[src/rtl/demod_mode_ctrl_if.sv]
// Sample-strobed bundle between the FM/AM demodulators, the mode controller and the audio output stage.
// master = sample source / observer side, slave = mode controller side.
interface demod_mode_ctrl_if #(
    parameter int DATA_W = 12
);
    logic                     sample_en;
    logic                     mode_req;
    logic                     mute_req;
    logic signed [DATA_W-1:0] fm_in;
    logic signed [DATA_W-1:0] am_in;
    logic signed [DATA_W-1:0] audio_out;
    logic                     audio_valid;
    logic                     mode_active;
    logic                     demod_flush;
    logic                     busy;

    modport master (
        output sample_en, mode_req, mute_req, fm_in, am_in,
        input  audio_out, audio_valid, mode_active, demod_flush, busy
    );

    modport slave (
        input  sample_en, mode_req, mute_req, fm_in, am_in,
        output audio_out, audio_valid, mode_active, demod_flush, busy
    );
endinterface

[src/rtl/demod_mode_ctrl.sv]
// FM/AM audio path switch and mute sequencer with click-free gain ramps; optional DC blocker under DEMOD_CTRL_DC_BLOCK_EN.
// Latency 1 cycle sample_en->audio_valid (2 with the DC blocker); no backpressure, advances only on sample_en.
module demod_mode_ctrl #(
    parameter int DATA_W         = 12,
    parameter int GAIN_STEP      = 16,
    parameter int SETTLE_SAMPLES = 32
) (
    input logic              clk,
    input logic              rst_n,
    demod_mode_ctrl_if.slave bus
);
    localparam int                 CNT_W     = $clog2(SETTLE_SAMPLES + 1);
    localparam logic [8:0]         GAIN_FULL = 9'd256;
    localparam logic [8:0]         STEP      = 9'(GAIN_STEP);
    localparam logic [CNT_W-1:0]   CNT_LOAD  = CNT_W'(SETTLE_SAMPLES);

    typedef enum logic [2:0] {RUN, RAMP_DN, SETTLE, RAMP_UP, MUTED} state_e;

    state_e                   state_q;
    logic [8:0]               gain_q;
    logic [CNT_W-1:0]         cnt_q;
    logic                     mode_active_q;
    logic                     flush_q;
    logic                     busy_q;
    logic signed [DATA_W-1:0] audio_q;
    logic                     valid_q;

    logic [8:0]               gain_dn_d;
    logic [8:0]               gain_up_d;
    logic [CNT_W-1:0]         cnt_dec_d;
    logic                     mode_chg_d;
    logic                     want_dn_d;
    logic signed [DATA_W-1:0] sel_d;
    logic signed [DATA_W+9:0] prod_d;
    logic signed [DATA_W-1:0] gained_d;

    always_comb begin
        gain_dn_d  = (gain_q > STEP) ? gain_q - STEP : '0;
        gain_up_d  = (gain_q >= GAIN_FULL - STEP) ? GAIN_FULL : gain_q + STEP;
        cnt_dec_d  = cnt_q - CNT_W'(1);
        mode_chg_d = bus.mode_req != mode_active_q;
        want_dn_d  = bus.mute_req | mode_chg_d;
        sel_d      = mode_active_q ? bus.am_in : bus.fm_in;
        // gain is unsigned 0..256, so widen with a zero MSB before the signed multiply
        prod_d     = sel_d * $signed({1'b0, gain_q});
        gained_d   = DATA_W'(prod_d >>> 8);
    end

    always_ff @(posedge clk) begin
        if (!rst_n) begin
            state_q       <= SETTLE;
            gain_q        <= '0;
            cnt_q         <= CNT_LOAD;
            mode_active_q <= bus.mode_req;
            flush_q       <= 1'b0;
            busy_q        <= 1'b1;
        end else begin
            flush_q <= 1'b0;
            if (bus.sample_en) begin
                unique case (state_q)
                    RUN: begin
                        if (want_dn_d) begin
                            state_q <= RAMP_DN;
                            gain_q  <= gain_dn_d;
                            busy_q  <= 1'b1;
                        end
                    end
                    RAMP_DN: begin
                        // a withdrawn request turns the ramp around before the zero check
                        if (!want_dn_d) begin
                            state_q <= RAMP_UP;
                        end else begin
                            gain_q <= gain_dn_d;
                            if (gain_dn_d == '0) begin
                                if (bus.mute_req) begin
                                    state_q <= MUTED;
                                end else begin
                                    state_q       <= SETTLE;
                                    mode_active_q <= bus.mode_req;
                                    flush_q       <= 1'b1;
                                    cnt_q         <= CNT_LOAD;
                                end
                            end
                        end
                    end
                    SETTLE: begin
                        if (bus.mute_req) begin
                            state_q <= MUTED;
                        end else if (mode_chg_d) begin
                            mode_active_q <= bus.mode_req;
                            flush_q       <= 1'b1;
                            cnt_q         <= CNT_LOAD;
                        end else begin
                            cnt_q <= cnt_dec_d;
                            if (cnt_dec_d == '0) begin
                                state_q <= RAMP_UP;
                                gain_q  <= gain_up_d;
                            end
                        end
                    end
                    RAMP_UP: begin
                        if (want_dn_d) begin
                            state_q <= RAMP_DN;
                            gain_q  <= gain_dn_d;
                        end else begin
                            gain_q <= gain_up_d;
                            if (gain_up_d == GAIN_FULL) begin
                                state_q <= RUN;
                                busy_q  <= 1'b0;
                            end
                        end
                    end
                    MUTED: begin
                        if (!bus.mute_req) begin
                            state_q       <= SETTLE;
                            mode_active_q <= bus.mode_req;
                            flush_q       <= 1'b1;
                            cnt_q         <= CNT_LOAD;
                        end
                    end
                    default: state_q <= SETTLE;
                endcase
            end
        end
    end

`ifdef DEMOD_CTRL_DC_BLOCK_EN
    localparam int                   DC_W  = 14;
    localparam logic signed [DC_W:0] Y_MAX = (DC_W+1)'((2 ** (DATA_W - 1)) - 1);
    localparam logic signed [DC_W:0] Y_MIN = -(DC_W+1)'(2 ** (DATA_W - 1));

    logic signed [DATA_W-1:0] g_q;
    logic                     g_vld_q;
    logic signed [DC_W-1:0]   dc_q;
    logic signed [DC_W:0]     diff_d;
    logic signed [DATA_W-1:0] y_sat_d;

    always_comb begin
        diff_d = (DC_W+1)'(g_q) - (DC_W+1)'(dc_q);
        if (diff_d > Y_MAX) begin
            y_sat_d = Y_MAX[DATA_W-1:0];
        end else if (diff_d < Y_MIN) begin
            y_sat_d = Y_MIN[DATA_W-1:0];
        end else begin
            y_sat_d = DATA_W'(diff_d);
        end
    end

    always_ff @(posedge clk) begin
        if (!rst_n) begin
            g_q     <= '0;
            g_vld_q <= 1'b0;
            dc_q    <= '0;
            audio_q <= '0;
            valid_q <= 1'b0;
        end else begin
            g_vld_q <= bus.sample_en;
            valid_q <= g_vld_q;
            if (bus.sample_en) begin
                g_q <= gained_d;
            end
            // the new demodulator starts with a fresh DC estimate
            if (flush_q) begin
                dc_q <= '0;
            end else if (g_vld_q) begin
                dc_q <= dc_q + DC_W'(diff_d >>> 5);
            end
            if (g_vld_q) begin
                audio_q <= y_sat_d;
            end
        end
    end
`else
    always_ff @(posedge clk) begin
        if (!rst_n) begin
            audio_q <= '0;
            valid_q <= 1'b0;
        end else begin
            valid_q <= bus.sample_en;
            if (bus.sample_en) begin
                audio_q <= gained_d;
            end
        end
    end
`endif

    assign bus.audio_out   = audio_q;
    assign bus.audio_valid = valid_q;
    assign bus.mode_active = mode_active_q;
    assign bus.demod_flush = flush_q;
    assign bus.busy        = busy_q;
endmodule

[src/flat_wrapper.sv]
// flat-port wrapper written by rule: the top's interface ports become plain ports
module demod_mode_ctrl_flat 
#(
    parameter int DATA_W         = 12,
    parameter int GAIN_STEP      = 16,
    parameter int SETTLE_SAMPLES = 32
)
  (clk, rst_n, bus_sample_en, bus_mode_req, bus_mute_req, bus_fm_in, bus_am_in, bus_audio_out, bus_audio_valid, bus_mode_active, bus_demod_flush, bus_busy);
  demod_mode_ctrl_if #(.DATA_W(DATA_W)) bus_i ();
  input logic clk;
  input logic rst_n;
  input wire logic [$bits(bus_i.sample_en)-1:0] bus_sample_en;
  input wire logic [$bits(bus_i.mode_req)-1:0] bus_mode_req;
  input wire logic [$bits(bus_i.mute_req)-1:0] bus_mute_req;
  input wire logic [$bits(bus_i.fm_in)-1:0] bus_fm_in;
  input wire logic [$bits(bus_i.am_in)-1:0] bus_am_in;
  output wire logic [$bits(bus_i.audio_out)-1:0] bus_audio_out;
  output wire logic [$bits(bus_i.audio_valid)-1:0] bus_audio_valid;
  output wire logic [$bits(bus_i.mode_active)-1:0] bus_mode_active;
  output wire logic [$bits(bus_i.demod_flush)-1:0] bus_demod_flush;
  output wire logic [$bits(bus_i.busy)-1:0] bus_busy;
  assign bus_i.sample_en = bus_sample_en;
  assign bus_i.mode_req = bus_mode_req;
  assign bus_i.mute_req = bus_mute_req;
  assign bus_i.fm_in = bus_fm_in;
  assign bus_i.am_in = bus_am_in;
  assign bus_audio_out = bus_i.audio_out;
  assign bus_audio_valid = bus_i.audio_valid;
  assign bus_mode_active = bus_i.mode_active;
  assign bus_demod_flush = bus_i.demod_flush;
  assign bus_busy = bus_i.busy;
  demod_mode_ctrl #(.DATA_W(DATA_W), .GAIN_STEP(GAIN_STEP), .SETTLE_SAMPLES(SETTLE_SAMPLES)) u_core (.clk(clk), .rst_n(rst_n), .bus(bus_i));
endmodule
[config.mk]
export PLATFORM = sky130hd
export DESIGN_NAME = demod_mode_ctrl_flat
export DESIGN_NICKNAME = d
export VERILOG_FILES = /design/src/rtl/demod_mode_ctrl_if.sv /design/src/rtl/demod_mode_ctrl.sv /design/src/flat_wrapper.sv
export SDC_FILE = /design/constraint.sdc
export NUM_CORES = 1
export LEC_CHECK = 0
export CORE_UTILIZATION = 55
export CTS_CLUSTER_DIAMETER = 50
export CTS_CLUSTER_SIZE = 14
export DETAILED_ROUTE_END_ITERATION = 8
export GPL_ROUTABILITY_DRIVEN = 0
export PLACE_DENSITY = 0.76
export SLEW_MARGIN = 0
export SYNTH_ARGS = -nofsm -noshare
export SYNTH_HDL_FRONTEND = slang
export SYNTH_SLANG_ARGS = --single-unit
[constraint.sdc]
create_clock -name clk -period 6.3 [get_ports clk]
set_clock_uncertainty 0.1 [all_clocks]
set_input_delay 1.575 -clock clk [delete_from_list [all_inputs] [get_ports clk]]
set_output_delay 1.575 -clock clk [all_outputs]
set_load 0.01 [all_outputs]
### Word level (Yosys, flattened, before mapping)

Index checks and enable logic that the tools add are counted.
W data, S select, Z words.

| word-level totals | value |
|---|---|
| ROM bits | 0 |
| flip-flop bits (word level) | 34 |
| memories | 0 |
| output and inout port bits | 16 |
| word-level logic and storage cells | 98 |
| latch bits | 0 |
| input bits | 29 |
| RAM bits | 0 |

| cells by class | value |
|---|---|
| $mul | 1 |
| bitwise operators | 1 |
| shift-type cells | 0 |
| div/mod/pow operators | 0 |
| muxes and demuxes | 44 |
| equality and inequality tests | 26 |
| magnitude comparators | 2 |
| reductions and logical operators | 13 |
| $add $sub $neg | 3 |

Operators with widths:

| operator | number |
|---|---|
| $mux W9 | 7 |
| $mux W3 | 10 |
| $mux W6 | 5 |
| $pmux W9 S3 | 1 |
| $mul A12 B10 Y20 | 1 |
| $pmux W6 S3 | 1 |
| $mux W1 | 15 |
| $pmux W3 S5 | 1 |
| $ne A2 B1 Y1 const B | 7 |
| $mux W12 | 1 |
| $ne A3 B2 Y1 const B | 4 |
| $reduce_and A6 Y1 | 2 |
| $reduce_and A5 Y1 | 2 |
| $add A9 B5 Y9 const B | 1 |
| $eq A9 B9 Y1 const B | 1 |
| $ge A9 B8 Y1 const B | 1 |
| $gt A9 B5 Y1 const B | 1 |
| $logic_not A9 Y1 | 1 |
| $ne A3 B3 Y1 const B | 3 |
| $sub A9 B5 Y9 const B | 1 |
| $ne A2 B2 Y1 const B | 4 |
| $reduce_and A7 Y1 | 1 |
| $eq A3 B2 Y1 const B | 2 |
| $logic_not A6 Y1 | 1 |
| 14 further kinds | 16 |

### Longest topological paths before layout

Gate-level depths: netlist of the first run.

| logic depth | value |
|---|---|
| depth after elaboration | 8 |
| depth in mapped cells | 23 |
| mapped depth without buffers | 20 |

### Worst setup path before layout of the first run

No wires, ideal clock.

| timing | value |
|---|---|
| path type | input to register |
| start point | input bus_am_in[11] |
| end point | register u_core.audio_q[10], in the netlist u_core.bus.audio_out[10] |
| buffers on the path | 0 |
| stages on the path | 19 |
| setup time | 0.123 ns |
| slack | -0.444 ns |
| arrival | 6.521 ns |
| data required time | 6.077 ns |
| path through | mux2_2 -> and2_1 -> fa_1 -> inv_1 -> fa_1 -> inv_1 -> fa_1 -> fa_1 -> inv_1 -> fa_1 -> inv_1 -> ha_1 -> nand4_1 -> nor2_1 -> inv_1 -> or4_1 -> and4b_1 -> xor2_1 -> o21ai_1 |

| on the way | value |
|---|---|
| word-level cells in the longest chain between the ends | 2 |

RTL lines:

| what | RTL line | RTL |
|---|---|---|
| start, declared | flat_wrapper.sv:16 | `input wire logic [$bits(bus_i.am_in)-1:0] bus_am_in;` |
| $mux W12 | demod_mode_ctrl.sv:43 | `sel_d = mode_active_q ? bus.am_in : bus.fm_in;` |
| $mul A12 B10 Y20 | demod_mode_ctrl.sv:45 | `prod_d = sel_d * $signed({1'b0, gain_q});` |
| end signal, assigned | demod_mode_ctrl.sv:181 | `audio_q <= gained_d;` |
| end, declared | demod_mode_ctrl.sv:25 | `logic signed [DATA_W-1:0] audio_q;` |

No other way between the ends.
A chain may end at the register's enable or synchronous reset.

### Worst setup path in the final report of the first run

| timing | value |
|---|---|
| start point | input bus_fm_in[11] |
| end point | register u_core.audio_q[8], in the netlist u_core.bus.audio_out[8] |

| on the way | value |
|---|---|
| word-level cells in the longest chain between the ends | 2 |

RTL lines:

| what | RTL line | RTL |
|---|---|---|
| start, declared | flat_wrapper.sv:15 | `input wire logic [$bits(bus_i.fm_in)-1:0] bus_fm_in;` |
| $mux W12 | demod_mode_ctrl.sv:43 |  |
| $mul A12 B10 Y20 | demod_mode_ctrl.sv:45 |  |

No other way between the ends.

==> summary.txt, run 1 <==
Clocking
  • Clock sink total: 34
  • Clock slew at reported path FFs: about 0.07 ns
  • Longest Clk Path Bufs: 2
  • CTS Hold Bufs: 0
  • Root Buffer: clkbuf_8
  • Worst-Skew Late Latency: between 0.2 and 0.3 ns
  • CTS buffer count: 5
  • CTS tree: built
  • H-Tree Depth: 2

Synthesis
  • YS warnings: 0
  • Most frequent cell after synthesis: inv_1
  • Yosys reg bits: 34
  • FFs w/ async S/R, synth: 0%
  • Synth Area per Inst: around 8.6 um2
  • Cell taking the most area after synthesis: fa_1
  • Post-Syn Nets: about 830
  • Sequential share of the synthesized area: between 10% and 20%
  • Ranking of synthesized cells by area: fa_1 (30%), dfxtp_1 (11%), ha_1 (10%)
  • Post-Syn Instances: 671
  • Synthesized area: roughly 5800 um2
  • Synth cell count leaders: inv_1 (116), fa_1 (86), nand2_1 (63)
  • Library cells used by synthesis: between 60 and 70
  • EDFF count, synth: 1
  • Most used flip-flop cell after synthesis: dfxtp_1
  • Post-synth top area share: 29.9%

Floorplanning
  • Die width: 104 um
  • Die Span Y: 104 um
  • Core area: approximately 10000 um2
  • Io pins: 45
  • Starting Density: approximately 58%
  • Die area: about 11000 um2
  • FP Rows: 36

Setup path
  • CP endpoint kind: flip-flop
  • Required @ worst endpoint: approximately 6.4 ns
  • Startpoint types: input port
  • Critical path type: input port to flip-flop
  • Bufs and invs on worst path: 7
  • Slowest cell delay on critical path: ~0.54 ns
  • Crit path cell chain: buf_6 -> mux2_4 -> nand2_4 -> buf_6 -> fa_1 -> inv_1 -> fa_1 -> fa_1 -> fa_1 -> inv_2 -> fa_1 -> inv_2 -> ha_4 -> a211o_1 -> buf_4 -> buf_6 -> a21oi_4 -> nand4_1 -> a31oi_2 -> xor2_1 -> o21ai_1
  • CP arrival: roughly 6.4 ns
  • Most frequent CP cell: fa_1
  • Worst Path Max Fanout: 5
  • CP max-delay cell: fa_1
  • Delay-heaviest family, CP: adder cells

Global routing
  • Vias in the first global route: between 5000 and 6000
  • Largest net degree at the start of global routing: 23
  • Grt total ovfl: 0
  • GRT Resource Usage Total: approximately 30%
  • First-pass GRT wire length: roughly 26000 um
  • Initial antenna violation count: 0

Routing
  • Via count: approximately 5200
  • DR pass1 iterations: 5
  • DR WL/cell: about 17 um
  • Iter 0 DRT Violations: ~300
  • Post-DR vias/cell: roughly 5.7
  • DRC Markers: 0
  • WL final: about 15000 um
  • ANT nets after route: 0

Power
  • Clk pwr share: between 20% and 30%
  • Post-layout power: ~0.77 mW
  • Psw: 0.286 mW
  • Sw Share: 37.3%
  • Gate power share: around 47%
  • Seq pwr share: a little under a third
  • Maximum vdd drop: around 0.089 mV
  • Internal Dissipation: around 0.48 mW
  • LEAKAGE: around 3.5 nW
  • Power Dens Cells: 106 nW/um2

STA
  • Min Hold Slack: about 0.36 ns
  • Pins Over Slew Limit: 0
  • Headroom to the max-slew limit: around two fifths
  • Maximum clock rate: between 150 and 200 MHz
  • Final hold vios: 0
  • Unrepaired setup endpoints after global routing: true
  • Part of the cycle the worst path needs: 101%
  • Finish-stage setup viols: 3
  • Tmin final: 6.36 ns
  • Final WS setup: -0.0631 ns
  • Worst-Margin Slew: between 0.9 and 1 ns

Finish
  • Fillers: 735
  • Diode count: 0
  • Area grow syn2layout: 26.5%
  • Register area: roughly 690 um2
  • Multi-input gate area: roughly 4800 um2
  • Layout Nets: between 900 and 1000
  • Fin area: about 7300 um2
  • Layout cells sized above 1: approximately a quarter

Placed design
  • Placed cell area: about 6800 um2
  • Port Buf Inserts: 44
  • HPWL Detailed: ~11000 um

Flow run
  • Max-cap check violation count: 0

Run status
  • Status: complete, but fails checks
  • Violated checks: setup timing

Worst hold path
  • Hold Path Class: flip-flop to flip-flop
[cell families after synthesis]
| group | synth area share, % |
|---|---|
| muxes | 4.26 |
| xor gates and xnor gates | 4.09 |
| buffers and inverters | 9.77 |
| adders and majority gates | 40.2 |
| and+or+nand+nor | 19.0 |
| DFF | 12.0 |
| AOI/OAI and AO/OA | 10.7 |
[placed cells by master (no fill, tap or decap), types with 4 or more instances in the layout]
cell,n
clkbuf_2,11
o21ai_1,6
xnor2_1,19
inv_2,20
mux2_4,11
buf_4,65
dlygate4sd2_1,4
nand2_2,4
nor2_1,58
a21oi_1,25
ha_4,9
ha_1,38
nor2b_1,4
and2_1,33
buf_6,15
nand2b_1,5
a21o_1,4
nand3b_1,6
and2_4,7
nand2_4,6
dfxtp_1,33
nand3_1,9
clkbuf_8,6
a211oi_1,7
nor3_1,9
clkdlybuf4s50_1,22
mux2i_1,9
o21ai_0,12
fa_2,9
fa_1,77
xor2_1,6
inv_1,97
nand2_1,53
nand4_1,4
[per-layer routing]
| metal | vias to the layer above | share of wire (%) | GRT usage, % |
|---|---|---|---|
| li1 | 2377 | - | - |
| met1 | 2564 | 39 | 35.4 |
| met2 | 200 | 53 | 53.6 |
| met3 | 36 | 5.3 | 4.57 |
| met4 | 0 | 2.5 | 10.1 |
| met5 | - | 0 | 0 |
[stage by stage]
step | worst slack, ns | instances | util, % | TNS (ns)
final | -0.0631 | 911 | 73.1 | -0.125
after global routing | -0.187 | 911 | 73.1 | -0.592
after CTS | -0.218 | 907 | 71.8 | -0.419
after detailed placement | -0.706 | 882 | 68.3 | -5.21
after global placement | -0.624 | 882 | 68.3 | -4.51
after floorplan | 0.00475 | 671 | - | 0
[power groups by stage]
| stage | Clock, mW | Combinational, mW | Sequential [mW] |
|---|---|---|---|
| floorplan | 0 | 0.203 | 0.242 |
| global placement | 0 | 0.309 | 0.246 |
| detailed placement | 0 | 0.317 | 0.246 |
| CTS | 0.169 | 0.344 | 0.242 |
| global route | 0.184 | 0.392 | 0.244 |
| finish | 0.168 | 0.358 | 0.242 |
[worst register-to-register path: stages (launching register included)]
cell	delay, ns
edfxtp_1	0.50
buf_12	0.22
mux2_4	0.29
buf_6	0.12
nand2_4	0.05
fa_1	0.55
inv_1	0.05
fa_1	0.48
fa_1	0.54
fa_1	0.53
inv_2	0.04
fa_1	0.52
inv_2	0.05
ha_4	0.23
a211o_1	0.30
buf_4	0.15
buf_6	0.11
a21oi_4	0.19
nand4_1	0.15
a31oi_2	0.23
xor2_1	0.18
o21ai_1	0.09
[registers in the layout, indices dropped and copies added, names as in the netlist]
register                flops
u_core.bus.demod_flush      1
u_core.gain_q               9
u_core.bus.audio_out       12
u_core.bus.busy             1
u_core.bus.mode_active      1
u_core.cnt_q                6
u_core.bus.audio_valid      1
u_core.state_q              3
[layout make-up]
type | instances | share of cell area (%)
multi-input combinational | 493 | 66.4
timing repair buffer | 123 | 14.3
sequential | 34 | 9.50
inverter | 120 | 6.23
tap | 133 | 2.29
clock buffer | 7 | 1.19
clock inverter | 1 | 0.0688
[repair_timing]
| item | CTS | global route |
|---|---|---|
| pin swaps | 54 | 55 |
| buffers inserted | 17 | 6 |
| cloned | 0 | 0 |
| setup endpoints to repair | 10 | 11 |
| resized for setup | 77 | 66 |
| endpoints found under the hold margin | 0 | 0 |
[final timing paths]
| check | end | cells past startpoint | slack, ns | start |
|---|---|---|---|---|
| worst max-delay path | u_core.bus.audio_out[8] | 21 | -0.06 | bus_fm_in[11] |
| worst min-delay path | u_core.bus.audio_out[8] | 2 | 0.36 | u_core.bus.audio_out[8] |
| worst max register to register | u_core.bus.audio_out[8] | 21 | 0.51 | u_core.bus.mode_active |
| worst min register to register | u_core.bus.audio_out[8] | 2 | 0.36 | u_core.bus.audio_out[8] |
(Power assumes the default switching activity.)
==> run 2: changes to the inputs <==
Settings changed: CORE_MARGIN set to 4.
==> summary.txt, run 2 (synthesized netlist as in run 1, its figures left out) <==
Run status
  • Status: complete, but fails checks
  • Violated checks: setup timing

STA
  • Tmin final: around 6.3 ns
  • Part of the cycle the worst path needs: 100%
  • Worst-Margin Slew: 0.843 ns
  • Final WS setup: -0.00580 ns
  • Pins Over Slew Limit: 0
  • Finish-stage setup viols: 1
  • Headroom to the max-slew limit: a little over two fifths
  • Maximum clock rate: 159 MHz
  • Unrepaired setup endpoints after global routing: true
  • Final hold vios: 0

Finish
  • Most common cell after layout, fill and taps aside: inv_1
  • Layout cells sized above 1: 24.5%
  • Core Util, Final: a little over two thirds
  • Fin area: between 7000 and 8000 um2
  • Commonest cells after routing, fill and taps aside: inv_1 (96), fa_1 (74), buf_4 (73), nor2_1 (57), nand2_1 (57)
  • Diode count: 0
  • Area grow syn2layout: 25.4%
  • Layout Nets: 940
  • Largest register FFs: 12
  • Fillers: 757

Clocking
  • CTS buffer count: 5
  • Root Buffer: clkbuf_8
  • Worst-Skew Late Latency: approximately 0.30 ns
  • CTS tree: built
  • Clock sink total: 34
  • Longest Clk Path Bufs: 2
  • H-Tree Depth: 2
  • Clock slew at reported path FFs: ~0.07 ns

Global routing
  • Vias in the first global route: roughly 5400
  • GRT Resource Usage Total: around 26%
  • GRT met3 Usage: under 10%
  • Met2 Track Usage GR: between 40 and 50%
  • First-pass GRT wire length: 25000 um
  • Initial antenna violation count: 0
  • Grt total ovfl: 0
  • Global route hottest layer: met2
  • Met1 global-route usage: between 30 and 40%
  • Largest net degree at the start of global routing: 22

Power
  • Maximum vdd drop: roughly 0.12 mV
  • Power Dens Cells: 107 nW/um2
  • LEAKAGE: around 3.5 nW

Routing
  • DR WL/cell: between 15 and 20 um
  • DRC Markers: 0
  • ANT nets after route: 0
  • Post-DR vias/cell: approximately 5.5
  • DR pass1 iterations: 5
  • Via count: just over 5000
  • WL final: between 10000 and 15000 um
  • Iter 0 DRT Violations: between 300 and 400

Floorplanning
  • Die width: ~110 um
  • Die Span Y: 110 um
  • Starting Density: between 50% and 60%
  • Io pins: 45
  • Die area: approximately 12000 um2
  • FP Rows: 37
  • Core area: 10200 um2

Flow run
  • Max-cap check violation count: 0

Setup path
  • CP arrival: ~6.4 ns
  • Worst Path Max Fanout: 2
  • Required @ worst endpoint: between 6 and 7 ns
  • Startpoint types: input port
  • Critical path type: input port to flip-flop
  • CP endpoint kind: flip-flop

Placed design
  • Pre-CTS WS: -0.682 ns
  • Port Buf Inserts: 44
  • HPWL Detailed: ~12000 um
  • Placed cell area: around 6800 um2

Worst hold path
  • Hold Path Class: flip-flop to flip-flop
[run 2: cell type report]
type | instances | area (um2) | area share (%)
multi-input cells | 493 | 4780 | 66.3
repair buffers | 124 | 1030 | 14.3
flip-flops and latches | 34 | 691 | 9.58
inverters | 120 | 450 | 6.24
well taps | 136 | 170 | 2.36
clock buffers | 7 | 86.3 | 1.20
clock inverters | 1 | 5.00 | 0.0694
[run 2: routing by layer]
layer | vias to the layer above | part of all wire (%)
met2 | 174 | 51
met3 | 53 | 5.3
met4 | 0 | 3.5
met1 | 2443 | 40
met5 | - | 0
li1 | 2386 | -
[run 2: power breakdown]
part / leakage [nW] / switching [mW] / internal, mW / total, mW
logic: 3.16 / 0.188 / 0.168 / 0.356
registers: 0.278 / 0.0134 / 0.227 / 0.241
clock network: 0.0482 / 0.0857 / 0.0883 / 0.174
total: 3.49 / 0.287 / 0.484 / 0.771
[run 2: worst max-delay path, stage by stage]
cell	delay (ns)
clkdlybuf4s15_1	0.19
mux2_4	0.28
and2_4	0.16
fa_2	0.47
fa_2	0.56
fa_2	0.44
fa_1	0.53
inv_2	0.05
fa_1	0.53
inv_2	0.05
ha_4	0.16
a211o_1	0.31
a2111oi_2	0.35
or3_1	0.18
nand2b_4	0.13
and4b_1	0.21
xor2_1	0.14
o21ai_1	0.07
[run 2: what timing repair did]
item	CTS	global route
cloned	0	0
endpoints found under the setup margin	11	11
pin swaps	58	45
resized for setup	75	52
hold buffers	0	0
setup buffers	13	7
[run 2: worst paths after layout]
kind | endpoint | depth (start not counted) | from | slack [ns]
setup / recovery | u_core.bus.audio_out[10] | 18 | bus_am_in[5] | -0.006
hold / removal | u_core.bus.audio_out[2] | 2 | u_core.bus.audio_out[2] | 0.36
setup reg to reg | u_core.bus.audio_out[10] | 20 | u_core.bus.mode_active | 0.66
hold reg to reg | u_core.bus.audio_out[2] | 2 | u_core.bus.audio_out[2] | 0.36
[run 2: through the flow]
stage                     hold slack (ns)  setup TNS, ns  instances  power, mW
after floorplan                     0.356              0        671      0.445
after global placement              0.342          -4.44        887      0.556
after detailed placement            0.347          -5.46        887      0.565
after CTS                           0.367         -0.238        908      0.759
after global routing                0.390         -0.494        915      0.818
final                               0.361       -0.00580        915      0.771
==> run 3: changes to the inputs <==
Settings changed: CORE_MARGIN 4 to 10.
==> summary.txt, run 3 (synthesized netlist as in run 1, its figures left out) <==
Run status
  • Status: complete, but fails checks
  • Violated checks: setup timing

Power
  • Gate power share: 43.6%
  • Clk pwr share: between 20% and 30%
  • Internal Dissipation: 0.510 mW
  • Psw: between 0.2 and 0.3 mW
  • Power Dens Cells: about 110 nW/um2
  • Sw Share: a little over a third
  • LEAKAGE: between 3 and 4 nW
  • Maximum vdd drop: approximately 0.15 mV
  • Seq pwr share: 30.8%

STA
  • Unrepaired setup endpoints after global routing: true
  • Headroom to the max-slew limit: about 30%
  • Final WS setup: -0.148 ns
  • Min Hold Slack: between 0.3 and 0.4 ns
  • Pins Over Slew Limit: 0
  • Worst-Margin Slew: approximately 1.1 ns
  • Finish-stage setup viols: 2
  • Part of the cycle the worst path needs: 102%
  • Final hold vios: 0
  • Tmin final: roughly 6.4 ns
  • Maximum clock rate: 155 MHz

Finish
  • Diode count: 0
  • Layout cells sized above 1: a little under a quarter
  • Commonest cells after routing, fill and taps aside: inv_1 (97), fa_1 (79), buf_4 (68), nor2_1 (59), nand2_1 (54)
  • Layout Nets: 941
  • Most common cell after layout, fill and taps aside: inv_1
  • Core Util, Final: between 70 and 80%
  • Fin area: ~7300 um2
  • Largest register FFs: 12
  • Area grow syn2layout: 26.3%

Setup path
  • Register-to-register setup slack: ~0.41 ns
  • Worst Path Max Fanout: 6
  • Worst setup path endpoint: u_core.bus.audio_out[10]
  • Worst setup path start: bus_fm_in[11]
  • R2R depth: 20
  • Required @ worst endpoint: approximately 6.4 ns
  • Origin of the critical flop-to-flop path: u_core.bus.mode_active
  • Startpoint types: input port
  • Critical path type: input port to flip-flop
  • CP arrival: between 6 and 7 ns
  • CP endpoint kind: flip-flop
  • RR Endpoint: u_core.bus.audio_out[10]

Clocking
  • CTS buffer count: 5
  • Longest Clk Path Bufs: 2
  • Clock sink total: 34
  • CTS tree: built
  • Clock slew at reported path FFs: around 0.08 ns
  • H-Tree Depth: 2
  • Root Buffer: clkbuf_8
  • Worst-Skew Late Latency: 0.29 ns

Global routing
  • GRT Resource Usage Total: a little over a fifth
  • Largest net degree at the start of global routing: 24
  • Vias in the first global route: 5363
  • First-pass GRT wire length: ~26000 um
  • Grt total ovfl: 0
  • Initial antenna violation count: 0

Floorplanning
  • FP Rows: 37
  • Io pins: between 40 and 50
  • Die width: 122 um
  • Die Span Y: approximately 120 um
  • Die area: approximately 15000 um2
  • Starting Density: between 50% and 60%
  • Core area: ~10000 um2

Routing
  • Iter 0 DRT Violations: roughly 370
  • DR pass1 iterations: 7
  • DRC Markers: 0
  • ANT nets after route: 0
  • Via count: 5039
  • Post-DR vias/cell: ~5.5
  • DR WL/cell: 16.4 um
  • WL final: between 15000 and 20000 um

Flow run
  • Max-cap check violation count: 0

Placed design
  • HPWL Detailed: about 12000 um
  • Port Buf Inserts: 44
  • Placed cell area: between 6000 and 7000 um2

Worst hold path
  • Hold_sp: u_core.bus.audio_out[8]
  • Hold Path Class: flip-flop to flip-flop
## run 3: cell types whose count changed in the layout (fill, tap and decap cells not counted), sizes merged
| cell | previous run | this run |
|---|---|---|
| dlygate4sd2 | 4 | 14 |
| clkbuf | 16 | 8 |
| clkdlybuf4s50 | 24 | 22 |
| buf | 84 | 85 |
| bufinv | 0 | 1 |
| clkinv | 3 | 2 |
| dlymetal6s2s | 2 | 1 |
| inv | 118 | 119 |
## run 3: metal layers
| metal | part of all wire [%] | global-route usage (%) | vias to the layer above |
|---|---|---|---|
| met3 | 4.6 | 2.02 | 27 |
| met2 | 51 | 36.7 | 136 |
| met4 | 1.8 | 4.57 | 0 |
| met1 | 43 | 27.3 | 2498 |
| li1 | - | - | 2378 |
| met5 | 0 | 0 | - |
## run 3: worst min path at each step
stage,depth (start not counted),slack (ns),endpoint
3_3_place_gp,2,0.36,u_core.bus.audio_out[8]
6_report,2,0.37,u_core.bus.audio_out[8]
4_1_cts,2,0.37,u_core.bus.audio_out[8]
3_5_place_dp,2,0.35,u_core.bus.audio_out[8]
2_1_floorplan,2,0.36,u_core.cnt_q[1]
5_1_grt,2,0.41,u_core.bus.audio_out[8]
## run 3: what timing repair did
action | CTS | global route
setup endpoints to repair | 10 | 10
setup buffers | 21 | 4
resized for setup | 87 | 30
gates cloned | 0 | 0
hold buffers | 0 | 0
pin swaps | 60 | 42
hold endpoints to repair | 0 | 0
## run 3: critical path, stage by stage
cell and delay [ns]:
buf_6 0.09, mux2_4 0.31, and2_4 0.18, fa_2 0.59, buf_4 0.12, buf_6 0.10
fa_1 0.43, fa_1 0.48, fa_1 0.55, inv_1 0.05, fa_1 0.48, inv_2 0.05
ha_4 0.26, nand4_1 0.12, nor2_1 0.13, inv_1 0.08, or4_4 0.45, and4b_1 0.23
xor2_1 0.17, o21ai_1 0.08
## run 3: layout make-up
type,instances,area (um2)
tap,136,170
multi-input combinational,493,4770
fill,784,3010
inverter,120,450
clock inverter,2,36.3
timing repair buffer,125,1070
clock buffer,6,72.6
sequential,34,691
## run 3: metrics by stage
step,total power [mW],worst slack (ns),TNS (ns),std cells
after floorplan,0.445,0.00475,0,671
after global placement,0.554,-0.647,-4.52,884
after detailed placement,0.563,-0.714,-5.02,884
after CTS,0.785,-0.291,-0.578,912
after global routing,0.845,-0.326,-1.58,916
final,0.796,-0.148,-0.215,916
## run 3: power groups by stage
stage          logic [mW]  registers, mW  clock network, mW
6_report            0.347          0.246              0.203
5_1_grt             0.384          0.247              0.213
4_1_cts             0.336          0.245              0.204
3_5_place_dp        0.313          0.250                  0
3_3_place_gp        0.305          0.249                  0
2_1_floorplan       0.203          0.242                  0
